$ cat config.mk
export PLATFORM = sky130hd
export DESIGN_NAME = fir_mc_filter
export DESIGN_NICKNAME = d
export VERILOG_FILES = /design/src/rtl/fir_mc_filter.sv
export SDC_FILE = /design/constraint.sdc
export NUM_CORES = 2
export LEC_CHECK = 0
export BUFFER_PORTS_ARGS = -buffer_cell sky130_fd_sc_hd__buf_2
export CORE_ASPECT_RATIO = 2
export CORE_UTILIZATION = 58
export DETAILED_ROUTE_END_ITERATION = 8
export GPL_TIMING_DRIVEN = 0
export HOLD_SLACK_MARGIN = 0.02
export PLACE_DENSITY = 0.77
export REMOVE_ABC_BUFFERS = 1
export SETUP_SLACK_MARGIN = 0.3
export SLEW_MARGIN = 20
export SYNTH_ARGS = -nofsm -noshare
export SYNTH_HDL_FRONTEND = slang
export SYNTH_SLANG_ARGS = --single-unit
export TNS_END_PERCENT = 1
$ cat constraint.sdc
create_clock -name ck -period 37.4 [get_ports ck]
set_input_delay 3.74 -clock ck [delete_from_list [all_inputs] [get_ports ck]]
set_output_delay 3.74 -clock ck [all_outputs]
set_load 0.02 [all_outputs]
$ cat src/rtl/fir_mc_filter.sv
`default_nettype none
// ============================================================================
// Module      : fir_mc_filter
// Description : Time-multiplexed multi-channel FIR filter. A single shared
//               multiply-accumulate unit serves N_CH independent channels,
//               each with its own sample delay line. All channels share one
//               run-time writable coefficient RAM (Q1.OUT_SHIFT format).
//               The result is rounded half toward +inf and saturated.
//
// Ports       :
//   ck          in   clock, rising edge
//   rst         in   asynchronous active-high reset
//   in_data     in   input sample (signed, DATA_W)
//   in_ch       in   channel of in_data
//   in_valid    in   input sample valid
//   in_ready    out  block can accept a sample (IDLE only)
//   coef_we     in   coefficient write strobe (honoured in IDLE only)
//   coef_addr   in   tap index to write
//   coef_data   in   coefficient value (signed, COEF_W)
//   coef_ready  out  coefficient writes honoured (IDLE only)
//   out_data    out  filtered sample, registered
//   out_ch      out  channel of out_data
//   out_valid   out  out_data/out_ch/out_sat valid
//   out_ready   in   downstream accepts the output
//   out_sat     out  out_data was clipped
//
// Revision    : 1.0 - initial release
// ============================================================================
module fir_mc_filter #(
  parameter  int DATA_W    = 24,
  parameter  int COEF_W    = 16,
  parameter  int N_TAPS    = 16,
  parameter  int N_CH      = 2,
  parameter  int OUT_SHIFT = 14,
  localparam int ADDR_W    = $clog2(N_TAPS),
  localparam int CH_W      = (N_CH > 1) ? $clog2(N_CH) : 1
) (
  input  logic              ck,
  input  logic              rst,
  input  logic [DATA_W-1:0] in_data,
  input  logic [CH_W-1:0]   in_ch,
  input  logic              in_valid,
  output logic              in_ready,
  input  logic              coef_we,
  input  logic [ADDR_W-1:0] coef_addr,
  input  logic [COEF_W-1:0] coef_data,
  output logic              coef_ready,
  output logic [DATA_W-1:0] out_data,
  output logic [CH_W-1:0]   out_ch,
  output logic              out_valid,
  input  logic              out_ready,
  output logic              out_sat
);

  // --------------------------------------------------------------------------
  // Derived widths and constants
  // --------------------------------------------------------------------------
  localparam int PROD_W = DATA_W + COEF_W;
  // ADDR_W guard bits: the sum of N_TAPS full-scale products cannot wrap.
  localparam int ACC_W  = DATA_W + COEF_W + ADDR_W;

  localparam logic [ADDR_W-1:0] LAST_TAP = ADDR_W'(N_TAPS - 1);

  // 1.0 in Q1.OUT_SHIFT, the identity coefficient for tap 0.
  localparam logic [COEF_W-1:0] COEF_ONE =
    {{(COEF_W-OUT_SHIFT-1){1'b0}}, 1'b1, {OUT_SHIFT{1'b0}}};

  // Half an LSB of the output, added before the arithmetic shift.
  localparam logic [ACC_W:0] RND =
    {{(ACC_W-OUT_SHIFT+1){1'b0}}, 1'b1, {(OUT_SHIFT-1){1'b0}}};

  // Output range limits, sign-extended to the rounding width.
  localparam logic signed [ACC_W:0] R_MAX =
    {{(ACC_W+1-DATA_W){1'b0}}, 1'b0, {(DATA_W-1){1'b1}}};
  localparam logic signed [ACC_W:0] R_MIN =
    {{(ACC_W+1-DATA_W){1'b1}}, 1'b1, {(DATA_W-1){1'b0}}};

  localparam logic [DATA_W-1:0] SAT_POS = {1'b0, {(DATA_W-1){1'b1}}};
  localparam logic [DATA_W-1:0] SAT_NEG = {1'b1, {(DATA_W-1){1'b0}}};

  // --------------------------------------------------------------------------
  // State machine encoding
  // --------------------------------------------------------------------------
  typedef enum logic [2:0] {
    S_IDLE   = 3'd0,
    S_LOAD   = 3'd1,
    S_MAC    = 3'd2,
    S_ROUND  = 3'd3,
    S_OUTPUT = 3'd4
  } state_t;

  state_t state_q, state_d;

  // --------------------------------------------------------------------------
  // Storage
  // --------------------------------------------------------------------------
  logic [DATA_W-1:0] x_q    [0:N_CH-1][0:N_TAPS-1];
  logic [DATA_W-1:0] x_d    [0:N_CH-1][0:N_TAPS-1];
  logic [COEF_W-1:0] coef_q [0:N_TAPS-1];
  logic [COEF_W-1:0] coef_d [0:N_TAPS-1];

  logic signed [ACC_W-1:0] acc_q, acc_d;
  logic [ADDR_W-1:0]       tap_q, tap_d;
  logic [CH_W-1:0]         ch_q, ch_d;
  logic [DATA_W-1:0]       sample_q, sample_d;
  logic [DATA_W-1:0]       out_data_q, out_data_d;
  logic [CH_W-1:0]         out_ch_q, out_ch_d;
  logic                    out_sat_q, out_sat_d;

  // --------------------------------------------------------------------------
  // Channel range check. When N_CH fills the in_ch encoding every value is
  // legal, so the compare is dropped rather than left constant.
  // --------------------------------------------------------------------------
  logic ch_ok;

  generate
    if ((1 << CH_W) == N_CH) begin : g_ch_full
      assign ch_ok = 1'b1;
    end else begin : g_ch_part
      assign ch_ok = (in_ch < CH_W'(N_CH));
    end
  endgenerate

  // --------------------------------------------------------------------------
  // Datapath: one product per cycle, and the rounding/saturation stage
  // --------------------------------------------------------------------------
  logic [DATA_W-1:0]       x_sel;
  logic [COEF_W-1:0]       c_sel;
  logic signed [PROD_W-1:0] prod;
  logic signed [ACC_W-1:0]  prod_ext;
  logic signed [ACC_W:0]    rsum;
  logic signed [ACC_W:0]    rshift;

  always_comb begin
    x_sel    = x_q[ch_q][tap_q];
    c_sel    = coef_q[tap_q];
    // Both operands are sign-extended to the full product width, so the
    // truncated product equals the exact signed product.
    prod     = $signed({{COEF_W{x_sel[DATA_W-1]}}, x_sel}) *
               $signed({{DATA_W{c_sel[COEF_W-1]}}, c_sel});
    prod_ext = {{ADDR_W{prod[PROD_W-1]}}, prod};
    // One extra bit keeps the rounding addition from overflowing.
    rsum     = {acc_q[ACC_W-1], acc_q} + RND;
    rshift   = rsum >>> OUT_SHIFT;
  end

  // --------------------------------------------------------------------------
  // Next-state logic
  // --------------------------------------------------------------------------
  always_comb begin
    state_d    = state_q;
    x_d        = x_q;
    coef_d     = coef_q;
    acc_d      = acc_q;
    tap_d      = tap_q;
    ch_d       = ch_q;
    sample_d   = sample_q;
    out_data_d = out_data_q;
    out_ch_d   = out_ch_q;
    out_sat_d  = out_sat_q;

    case (state_q)
      S_IDLE: begin
        acc_d = '0;
        tap_d = '0;
        // Out-of-range channels are accepted and silently dropped.
        if (in_valid && ch_ok) begin
          ch_d     = in_ch;
          sample_d = in_data;
          state_d  = S_LOAD;
        end
        // A write landing on the same edge as the input handshake is
        // already in the RAM when the MAC reads it.
        if (coef_we) begin
          for (int t = 0; t < N_TAPS; t++) begin
            if (ADDR_W'(t) == coef_addr) begin
              coef_d[t] = coef_data;
            end
          end
        end
      end

      S_LOAD: begin
        for (int c = 0; c < N_CH; c++) begin
          if (CH_W'(c) == ch_q) begin
            for (int k = N_TAPS - 1; k > 0; k--) begin
              x_d[c][k] = x_q[c][k-1];
            end
            x_d[c][0] = sample_q;
          end
        end
        state_d = S_MAC;
      end

      S_MAC: begin
        acc_d = acc_q + prod_ext;
        tap_d = tap_q + ADDR_W'(1);
        if (tap_q == LAST_TAP) begin
          state_d = S_ROUND;
        end
      end

      S_ROUND: begin
        out_ch_d = ch_q;
        if (rshift > R_MAX) begin
          out_data_d = SAT_POS;
          out_sat_d  = 1'b1;
        end else if (rshift < R_MIN) begin
          out_data_d = SAT_NEG;
          out_sat_d  = 1'b1;
        end else begin
          out_data_d = rshift[DATA_W-1:0];
          out_sat_d  = 1'b0;
        end
        state_d = S_OUTPUT;
      end

      S_OUTPUT: begin
        if (out_ready) begin
          state_d = S_IDLE;
        end
      end

      default: begin
        state_d = S_IDLE;
      end
    endcase
  end

  // --------------------------------------------------------------------------
  // Registers
  // --------------------------------------------------------------------------
  always_ff @(posedge ck or posedge rst) begin
    if (rst) begin
      state_q    <= S_IDLE;
      acc_q      <= '0;
      tap_q      <= '0;
      ch_q       <= '0;
      sample_q   <= '0;
      out_data_q <= '0;
      out_ch_q   <= '0;
      out_sat_q  <= 1'b0;
      for (int c = 0; c < N_CH; c++) begin
        for (int k = 0; k < N_TAPS; k++) begin
          x_q[c][k] <= '0;
        end
      end
      for (int t = 0; t < N_TAPS; t++) begin
        coef_q[t] <= (t == 0) ? COEF_ONE : '0;
      end
    end else begin
      state_q    <= state_d;
      acc_q      <= acc_d;
      tap_q      <= tap_d;
      ch_q       <= ch_d;
      sample_q   <= sample_d;
      out_data_q <= out_data_d;
      out_ch_q   <= out_ch_d;
      out_sat_q  <= out_sat_d;
      x_q        <= x_d;
      coef_q     <= coef_d;
    end
  end

  // --------------------------------------------------------------------------
  // Outputs: handshake flags decode the registered state only.
  // --------------------------------------------------------------------------
  assign in_ready   = (state_q == S_IDLE);
  assign coef_ready = (state_q == S_IDLE);
  assign out_valid  = (state_q == S_OUTPUT);
  assign out_data   = out_data_q;
  assign out_ch     = out_ch_q;
  assign out_sat    = out_sat_q;

endmodule
`default_nettype wire

==> results.tsv <==
stage	metric	value	unit
die	initial_core_util	0.5844	
worst_setup_path	cp.required	37980	ps
die	rows	175	
worst_setup_path	worstPathArrival	10910	ps
placement	globalplace.congestion	0.8553	
clocking	htreeDepth	3	
timing	fin_crit_sh	0.2763	
timing	fmax	96.77	MHz
clocking	clk_pin_slew	70	ps
clocking	worstSkewPairLatency	720	ps
finish	final_util	0.6400	
synth	syn_inst	4768	
worst_setup_path	cp_common_cell	fa_1	
synth	synth.most_common_cell	dfrtp_1	
timing	final-setup-viol-count	0	
clocking	cts_buffers	96	
worst_setup_path	slowest_delay	830	ps
synth	yosys.area.top_type	dfrtp_1	
die	die_width	241.3	microns
finish	nNetsFinal	5394	
routing	wl	137300	microns
die	ios	79	
timing	post-route-min-period	10330	ps
worst_setup_path	critPathBufInv	8	
synth	synthTopCellsByArea	dfrtp_1, mux2_2, fa_1, mux4_2, inv_1	
worst_setup_path	cp_max_fo	27	
routing	ant_nets	0	
worst_setup_path	cp_slowest_cell	dfrtp_4	
worst_setup_path	end_kind	flop	
clocking	cts_root_buffer	clkbuf_16	
synth	synth_cell_types	73	
worst_setup_path	crit_family	adder cells	
clocking	cts_buffer_depth	3	
timing	slew_headroom	0.2171	
min_path	hp-class	reg -> reg	
finish	synthToLayoutAreaGrowth	9.522	%
timing	finClkSkew	32.32	ps
global_route	grt_max_degree	111	
die	core	113600	sq um
synth	ys_seq_elements	1126	
clocking	tritoncts	done	
timing	tns	0	ps
routing	drcViolationCount	0	
synth	async_flop_share	1.000	
finish	drive_gt1_frac	0.3762	
routing	firstDrtPassIters	5	
clocking	postCtsHoldBufs	0	
placement	hpwl	97300	microns
worst_setup_path	crit_type	reg -> reg	
synth	synth_area	66410	sq um
synth	synth_commonest_cells	dfrtp_1, mux2_2, inv_1	
routing	wl_per_cell	21.55	microns
clocking	cts_setup_buffers	0	
run_status	outcome	finished, final reports clean	
global_route	antenna_found_initial	16	
global_route	grtUsageTotal	0.2531	
timing	rsz0062_at_grt	false	
synth	avgSynthCellArea	13.93	sq um
placement	io_buffers	78	
synth	synth_edf_count	0	
synth	synth_flop_cell	dfrtp_1	
synth	yosysTopAreaCellShare	0.4239	
flow_run	drv_cap	0	
timing	worst_pin_slew	1172	ps
routing	via_count	37760	
routing	drtIter0Drc	1986	
clocking	clock_sinks	1126	
synth	ys_warn_count	0	
worst_setup_path	worst_setup_path_start_kind	flop	
synth	synth_seq_area_share	0.4243	
global_route	grt_pass1_wl	228400	microns
die	dieArea	115900	sq um
global_route	grt-ovfl-total	0	
global_route	grt_pass1_vias	42940	
timing	finalHoldViolations	0	
die	fp.dieH	480.5	microns
clocking	cts-resized-gates	0	
routing	via_per_inst	5.927	
timing	slew_violations	0	
## cells in the final DEF, fill, tap and decap left out, types with 98 or more instances in the layout
cell / count
ha_1: 125
nand2b_1: 132
nor2_1: 225
dfrtp_1: 1120
mux2_2: 1063
clkbuf_16: 98
fa_1: 434
nand2_1: 122
mux4_2: 308
inv_1: 462
## metrics by stage
step | instances | setup WS (ps) | cell area (sq um) | hold slack [ps]
detailed placement | 6191 | 27170 | 69370 | 458.3
CTS | 6366 | 27140 | 72720 | 473.2
finish | 6370 | 27070 | 72730 | 466.8
global placement | 6067 | -24700 | 67190 | 457.6
floorplan | 4485 | -5558 | 64920 | 445.3
global route | 6369 | 26620 | 72730 | 482.7
## state kept, by name, indices dropped and copies added (netlist names)
signal / cells
ch_q: 1
coef_q: 256
out_ch: 1
out_sat: 1
state_q: 3
x_q: 768
out_data: 24
sample_q: 24
acc_q: 44
tap_q: 4
## path summary, 6_finish.rpt
kind / cells past startpoint / to / from / slack [ps]
max: 28 / acc_q[40] / tap_q[0] / 27070
min: 2 / out_sat / out_sat / 470
max reg2reg: 28 / acc_q[40] / tap_q[0] / 27070
min reg2reg: 2 / out_sat / out_sat / 470
max in group asynchronous: 9 / x_q[340] / rst / 30770
min in group asynchronous: 2 / sample_q[17] / rst / 3050
## layer usage
layer  track usage  vias up  routed length (microns)
li1              -    16430                        -
met1        0.2971    20200                    50740
met2        0.4612      760                    75490
met3       0.03605      340                     5604
met4        0.1005       20                     5329
met5             0        -                      129
## layout make-up
type,instances,area [sq um]
timing repair buffer,202,2327
clock buffer,139,2836
fill,8047,40910
antenna,4,10.01
multi-input combinational,2896,35220
inverter,463,1745
clock inverter,36,516.7
tap,1504,1882
sequential,1126,28200
## logic make-up (layout without fill, tap and decap cells)
| group | count (synthesis) | count (layout) | synth area share |
|---|---|---|---|
| xor+xnor | 68 | 68 | 0.008968 |
| mux | 1406 | 1406 | 0.2940 |
| buf+inv | 746 | 840 | 0.04863 |
| other cells | 0 | 4 | 0 |
| compound gates | 209 | 209 | 0.02061 |
| simple gates | 654 | 654 | 0.04910 |
| fa+ha+maj | 559 | 559 | 0.1544 |
| flops | 1126 | 1126 | 0.4243 |
## worst reg2reg max path: cells and delay by family, from the launching register on
family,cells,cell delay [ps]
muxes,3,1800
DFF,1,830
buffers and inverters,8,1370
AOI/OAI and AO/OA,6,2230
adders and majority gates,7,3360
and+or+nand+nor,4,620
Power is not shown: default switching activity piles up to over one toggle a cycle in this logic, so the estimate is an artifact.
